## config.mk

```make
export PLATFORM = sky130hd
export DESIGN_NAME = freq_meas_ctrl
export DESIGN_NICKNAME = d
export VERILOG_FILES = /design/src/rtl/freq_meas_pkg.sv /design/src/rtl/gate_timer.sv /design/src/rtl/freq_meas_ctrl.sv
export SDC_FILE = /design/constraint.sdc
export NUM_CORES = 1
export LEC_CHECK = 0
export ABC_AREA = 1
export BUFFER_PORTS_ARGS = -buffer_cell sky130_fd_sc_hd__buf_2
export CELL_PAD_IN_SITES_DETAIL_PLACEMENT = 0
export CELL_PAD_IN_SITES_GLOBAL_PLACEMENT = 2
export CORE_MARGIN = 2
export CORE_UTILIZATION = 38
export DETAILED_ROUTE_END_ITERATION = 12
export GPL_ROUTABILITY_DRIVEN = 1
export PLACE_DENSITY_LB_ADDON = 0.12
export SKIP_CTS_REPAIR_TIMING = 1
export SYNTH_ARGS = -nofsm -noshare
export SYNTH_HDL_FRONTEND = slang
export SYNTH_SLANG_ARGS = --single-unit
```

## constraint.sdc

```tcl
create_clock -name CLK -period 4.1 [get_ports CLK]
set_clock_uncertainty 0.15 [all_clocks]
set_input_delay 1.23 -clock CLK [delete_from_list [all_inputs] [get_ports CLK]]
set_output_delay 1.23 -clock CLK [all_outputs]
set_load 0.01 [all_outputs]
```

## src/rtl/freq_meas_pkg.sv

```systemverilog
// Shared types and constants for the auto-ranging frequency measurement controller.
package freq_meas_pkg;

  typedef enum logic [2:0] {
    StIdle,
    StArm,
    StGate,
    StEval,
    StDone
  } state_e;

  // Gate range encodings; a lower code means a shorter gate.
  localparam logic [1:0] RANGE_10MS  = 2'd0;
  localparam logic [1:0] RANGE_100MS = 2'd1;
  localparam logic [1:0] RANGE_1S    = 2'd2;

  // Divisors applied to the 1 s gate length for each range.
  localparam int unsigned GATE_DIV_1S    = 1;
  localparam int unsigned GATE_DIV_100MS = 10;
  localparam int unsigned GATE_DIV_10MS  = 100;

  function automatic int unsigned gate_div(logic [1:0] rng);
    case (rng)
      RANGE_1S:    return GATE_DIV_1S;
      RANGE_100MS: return GATE_DIV_100MS;
      default:     return GATE_DIV_10MS;
    endcase
  endfunction

endpackage

```

## src/rtl/gate_timer.sv

```systemverilog
// Loadable down-counter; expire pulses for one cycle when a loaded count reaches zero.
module gate_timer #(
  parameter int unsigned GATE_1S = 100000000,
  localparam int unsigned W      = $clog2(GATE_1S)
) (
  input  logic         clk,
  input  logic         rst,
  input  logic         load,
  input  logic [W-1:0] load_val,
  output logic         expire
);

  logic [W-1:0] count_q, count_d;
  // active_q keeps expire from firing repeatedly while the counter idles at zero.
  logic         active_q, active_d;

  // Next count: load wins, otherwise count down until zero then go inactive.
  always_comb begin
    count_d  = count_q;
    active_d = active_q;
    if (load) begin
      count_d  = load_val;
      active_d = 1'b1;
    end else if (active_q) begin
      if (count_q == '0) begin
        active_d = 1'b0;
      end else begin
        count_d = count_q - W'(1);
      end
    end
  end

  // Timer state register with synchronous reset.
  always_ff @(posedge clk) begin
    if (rst) begin
      count_q  <= '0;
      active_q <= 1'b0;
    end else begin
      count_q  <= count_d;
      active_q <= active_d;
    end
  end

  assign expire = active_q && (count_q == '0);

endmodule

```

## src/rtl/freq_meas_ctrl.sv

```systemverilog
// Multi-channel auto-ranging frequency measurement controller (1 s / 100 ms / 10 ms gates).
module freq_meas_ctrl
  import freq_meas_pkg::*;
#(
  parameter int unsigned GATE_1S  = 100000000,
  parameter int unsigned NUM_CH   = 2,
  parameter int unsigned CNT_W    = 16,
  localparam int unsigned FREQ_W  = CNT_W + 7,
  localparam int unsigned CH_W    = $clog2(NUM_CH)
) (
  input  logic              CLK,
  input  logic              RST,
  input  logic [NUM_CH-1:0] IN,
  input  logic              start,
  input  logic [CH_W-1:0]   ch_sel,
  input  logic              continuous,
  output logic              busy,
  output logic              done,
  output logic [FREQ_W-1:0] freq,
  output logic [CH_W-1:0]   freq_ch,
  output logic [1:0]        range,
  output logic              overflow
);

  localparam int unsigned TMR_W = $clog2(GATE_1S);

  logic [NUM_CH-1:0] edge_vec;

  for (genvar i = 0; i < NUM_CH; i++) begin : g_ch
    logic sync1_q, sync2_q, last_q;
    // Two-flop synchroniser plus history flop for rising-edge detection.
    always_ff @(posedge CLK) begin
      if (RST) begin
        sync1_q <= 1'b0;
        sync2_q <= 1'b0;
        last_q  <= 1'b0;
      end else begin
        sync1_q <= IN[i];
        sync2_q <= sync1_q;
        last_q  <= sync2_q;
      end
    end
    assign edge_vec[i] = sync2_q & ~last_q;
  end

  state_e            state_q, state_d;
  logic [CH_W-1:0]   cur_ch_q, cur_ch_d;
  logic [1:0]        cur_range_q, cur_range_d;
  logic [CNT_W-1:0]  edge_cnt_q, edge_cnt_d;
  logic              ovf_q, ovf_d;
  logic [FREQ_W-1:0] freq_q, freq_d;
  logic [CH_W-1:0]   freq_ch_q, freq_ch_d;
  logic [1:0]        range_q, range_d;
  logic              overflow_q, overflow_d;

  logic              tmr_load, tmr_expire;
  logic [TMR_W-1:0]  tmr_load_val;
  logic              edge_sel;
  logic [FREQ_W-1:0] cnt_ext, scaled;

  gate_timer #(
    .GATE_1S (GATE_1S)
  ) u_gate_timer (
    .clk      (CLK),
    .rst      (RST),
    .load     (tmr_load),
    .load_val (tmr_load_val),
    .expire   (tmr_expire)
  );

  // Shift-add scaling of the raw count to Hz for the current range.
  always_comb begin
    cnt_ext = FREQ_W'(edge_cnt_q);
    case (cur_range_q)
      RANGE_1S:    scaled = cnt_ext;
      RANGE_100MS: scaled = (cnt_ext << 3) + (cnt_ext << 1);
      default:     scaled = (cnt_ext << 6) + (cnt_ext << 5) + (cnt_ext << 2);
    endcase
  end

  // Measurement sequencer: next-state and datapath updates.
  always_comb begin
    state_d      = state_q;
    cur_ch_d     = cur_ch_q;
    cur_range_d  = cur_range_q;
    edge_cnt_d   = edge_cnt_q;
    ovf_d        = ovf_q;
    freq_d       = freq_q;
    freq_ch_d    = freq_ch_q;
    range_d      = range_q;
    overflow_d   = overflow_q;
    tmr_load     = 1'b0;
    tmr_load_val = TMR_W'(GATE_1S / gate_div(cur_range_q) - 1);
    // Mux after detection so switching channels cannot create a spurious edge.
    edge_sel     = edge_vec[cur_ch_q];

    case (state_q)
      StIdle: begin
        if (start) begin
          cur_ch_d    = ch_sel;
          cur_range_d = RANGE_1S;
          state_d     = StArm;
        end
      end
      StArm: begin
        edge_cnt_d = '0;
        ovf_d      = 1'b0;
        tmr_load   = 1'b1;
        state_d    = StGate;
      end
      StGate: begin
        if (edge_sel) begin
          if (edge_cnt_q == '1) begin
            ovf_d = 1'b1;
          end else begin
            edge_cnt_d = edge_cnt_q + CNT_W'(1);
          end
        end
        if (tmr_expire) begin
          state_d = StEval;
        end
      end
      StEval: begin
        if (ovf_q && (cur_range_q != RANGE_10MS)) begin
          cur_range_d = cur_range_q - 2'd1;
          state_d     = StArm;
        end else begin
          freq_d     = ovf_q ? '1 : scaled;
          freq_ch_d  = cur_ch_q;
          range_d    = cur_range_q;
          overflow_d = ovf_q;
          state_d    = StDone;
        end
      end
      StDone: begin
        if (continuous) begin
          cur_ch_d    = (cur_ch_q == CH_W'(NUM_CH - 1)) ? '0 : cur_ch_q + CH_W'(1);
          cur_range_d = RANGE_1S;
          state_d     = StArm;
        end else begin
          state_d = StIdle;
        end
      end
      default: state_d = StIdle;
    endcase
  end

  // Sequencer and result registers with synchronous reset.
  always_ff @(posedge CLK) begin
    if (RST) begin
      state_q     <= StIdle;
      cur_ch_q    <= '0;
      cur_range_q <= '0;
      edge_cnt_q  <= '0;
      ovf_q       <= 1'b0;
      freq_q      <= '0;
      freq_ch_q   <= '0;
      range_q     <= '0;
      overflow_q  <= 1'b0;
    end else begin
      state_q     <= state_d;
      cur_ch_q    <= cur_ch_d;
      cur_range_q <= cur_range_d;
      edge_cnt_q  <= edge_cnt_d;
      ovf_q       <= ovf_d;
      freq_q      <= freq_d;
      freq_ch_q   <= freq_ch_d;
      range_q     <= range_d;
      overflow_q  <= overflow_d;
    end
  end

  assign busy     = (state_q != StIdle);
  assign done     = (state_q == StDone);
  assign freq     = freq_q;
  assign freq_ch  = freq_ch_q;
  assign range    = range_q;
  assign overflow = overflow_q;

endmodule

```

==> flow_summary.toml <==
[cells_and_area]
nNetsFinal = 1142
diodes = 0
syn2layout_area_growth_pct = 10.5
drive_gt1_share_pct = 10.1

[die]
fp-row-count = 48
fp.dieArea_um2 = 18900
die_w_um = 138
core_um2 = 17400
die_h_um = 138
ios = 36
initial_core_util_pct = 39.0

[sta]
tightest_slew_ps = 642
tns_ps = 0
min_period_ps = 3130
setup_viol = 0
relSlewSlack_pct = 57.1
drv_slew = 0
fin_crit_sh_pct = 76.3
clock.fmax_mhz = 320
hold_viol_final = 0
rsz0062_at_grt = "false"
hold_ws_ps = 252

[route]
dr.pass1.iters = 4
drc = 0
drt_iter0_markers = 508
finalWirelength_um = 21000
vias = 6701
wl_per_cell_um = 16.2
drtAntennaViolNets = 0
avgViaCountPerCell = 5.16

[clock_tree]
clk_path_buf_depth = 2
cts.clk_slew.worst_paths_ps = 70
cts_buffers = 9
htree_levels = 3
cts_tree = "done"
cts_sinks = 84
ctsRootBufferMaster = "clkbuf_16"
clk_latency_ps = 350

[critical_path]
rr_endpoint = "freq[20]"
crit_slowest_cell = "fa_1"
worst_ep_required_time_ps = 4230
r2r_slack_ps = 970
r2r-start = "edge_cnt_q[0]"
crit_fanout = 8
crit_family = "adder cells"
cp-startpoint = "edge_cnt_q[0]"
path_class = "register to register"
cpMostUsedCell = "nand3_1"
end_kind = "register"
cp_slowest_stage_delay_ps = 550
cp-start-kind = "register"
worst-path-buf-inv = 2
crit_chain = "inv_1 > fa_1 > inv_1 > ha_1 > fa_1 > nand3_1 > nand3_1 > nand2_1 > nand3_1 > nand3b_1 > nand2_1 > nand2_1 > nand3_1 > a21oi_1"
crit_arrival_ps = 3260
rr_worst_depth = 14

[global_route]
antenna_found_initial = 0
grt_pass1_wl_um = 33300
grt_usage_pct = 23.1
grt_overflow = 0
grt_max_degree = 39
first_global_vias = 6026

[yosys]
netlist_instances = 1036
synth_edf_count = 0
synthFlopType = "dfxtp_1"
yosys_warnings = 0
synth_area_um2 = 6780
avgSynthCellArea_um2 = 6.54
syn_nets = 1110
ys_async_sr_fraction_pct = 0
ys_ff_latch = 84
seq_area_frac_synth_pct = 24.8
yosysUniqueCellTypes = 46

[power]
power_density_nw_per_um2 = 595
peakVddDrop_mv = 0.272
leakagePower_uw = 0.00390

[hold_path]
hold-path-endpoint = "g_ch[1].sync2_q"
worstHoldPathType = "register to register"
holdPathStages = 2
min_from = "g_ch[1].sync1_q"

[status]
outcome = "finished, final reports clean"

[place]
dp.final_hpwl_um = 15900
place.gp.congestion = 0.887
portBuffers = 35

[job]
cap_violations = 0
metrics by stage:
step                      util [%]  worst slack (ps)  instances  instance area, um2  power [uW]
after floorplan                  -              1350       1036                6780        2980
after global placement        41.3               996       1282                7180        3600
after detailed placement      41.3               991       1282                7180        3570
after CTS                     43.1               982       1298                7480        4470
after global routing          43.1               746       1298                7480        4840
final                         43.1               972       1298                7480        4460
state kept, by name, indices dropped and copies added (netlist names):
signal / flops
u_gate_timer.count_q: 27
freq: 23
edge_cnt_q: 16
state_q: 3
cur_range_q: 2
g_ch.last_q: 2
g_ch.sync1_q: 2
g_ch.sync2_q: 2
range: 2
cur_ch_q: 1
freq_ch: 1
overflow: 1
ovf_q: 1
u_gate_timer.active_q: 1
layout by cell type, fill, tap and decap left out, types with 9 or more instances in the layout:
| cell | instances |
|---|---|
| fa_1 | 14 |
| nand2_2 | 17 |
| clkbuf_16 | 9 |
| buf_2 | 35 |
| o21ai_0 | 52 |
| nor2_1 | 108 |
| nand2_1 | 249 |
| dfxtp_1 | 84 |
| inv_1 | 134 |
| nand3_1 | 83 |
| ha_1 | 53 |
| nand4_1 | 17 |
| xor2_1 | 19 |
| a21oi_1 | 89 |
worst register-to-register path, cell delays in order, from the launching register on:
cell and delay, ps:
dfxtp_1 520, inv_1 160, fa_1 550, inv_1 40, ha_1 230, fa_1 460, nand3_1 120, nand3_1 130
nand2_1 90, nand3_1 120, nand3b_1 170, nand2_1 70, nand2_1 60, nand3_1 90, a21oi_1 130
metal layers:
layer | up-vias | share of wire [%] | track usage, % | wire [um]
met5 | - | 0 | 0 | 0
met4 | 0 | 1.3 | 6.01 | 263
met3 | 19 | 5.8 | 3.50 | 1220
met2 | 182 | 41 | 33.3 | 8520
met1 | 3057 | 52 | 35.3 | 11000
li1 | 3443 | - | - | -
synthesized netlist by cell type (2+ instances only):
cell	n	area, um2
and2_1	2	12.5
xor2_1	19	166
a21oi_1	89	445
o21ai_0	52	260
a41oi_1	2	17.5
o21ai_1	6	30.0
nor2_1	108	405
xnor2_1	4	35.0
nand2_1	249	935
or2_2	7	43.8
a211oi_1	2	15.0
inv_1	134	503
nand3_2	3	30.0
o22ai_1	6	37.5
nor2_4	6	67.6
nand4_1	17	106
fa_1	14	280
o21bai_1	5	37.5
a221oi_1	3	26.3
inv_2	5	18.8
nand3_4	2	35.0
a31oi_1	8	50.1
nand3b_1	4	30.0
ha_1	53	663
dfxtp_1	84	1680
nor2_2	8	50.1
nor3_1	8	40.0
buf_2	3	15.0
nand2_2	17	106
nand3_1	83	415
a21o_1	4	30.0
clkbuf_1	13	48.8
buf_4	3	22.5
power by group:
group          switching (uW)  internal (uW)  total (uW)
clock                     396            484         880
combinational            1740            725        2470
sequential                117            990        1110
area by class of cell:
class,count,area [um2]
clock inverter,7,82.6
fill,1907,9870
timing repair buffer,43,235
multi-input combinational,790,4450
inverter,140,526
clock buffer,9,225
sequential,84,1680
tap,225,282
cell families (layout without fill, tap and decap cells):
kind of cell    after synthesis  count (layout)  share of synthesized area [%]
simple gates                517             517                           34.1
compound gates              183             183                           14.7
buf+inv                     162             199                           9.47
flops                        84              84                           24.8
fa+ha+maj                    67              67                           13.9
xor+xnor                     23              23                           2.97
how the worst max path moves through the flow:
| stage | end | cells after the start |
|---|---|---|
| 3_3_place_gp | freq[20] | 13 |
| 5_1_grt | freq[20] | 14 |
| 6_report | freq[20] | 14 |
| 2_1_floorplan | freq[18] | 15 |
| 3_5_place_dp | freq[22] | 15 |
| 4_1_cts | freq[20] | 14 |
Note: power is estimated with default switching activity, not from simulation.
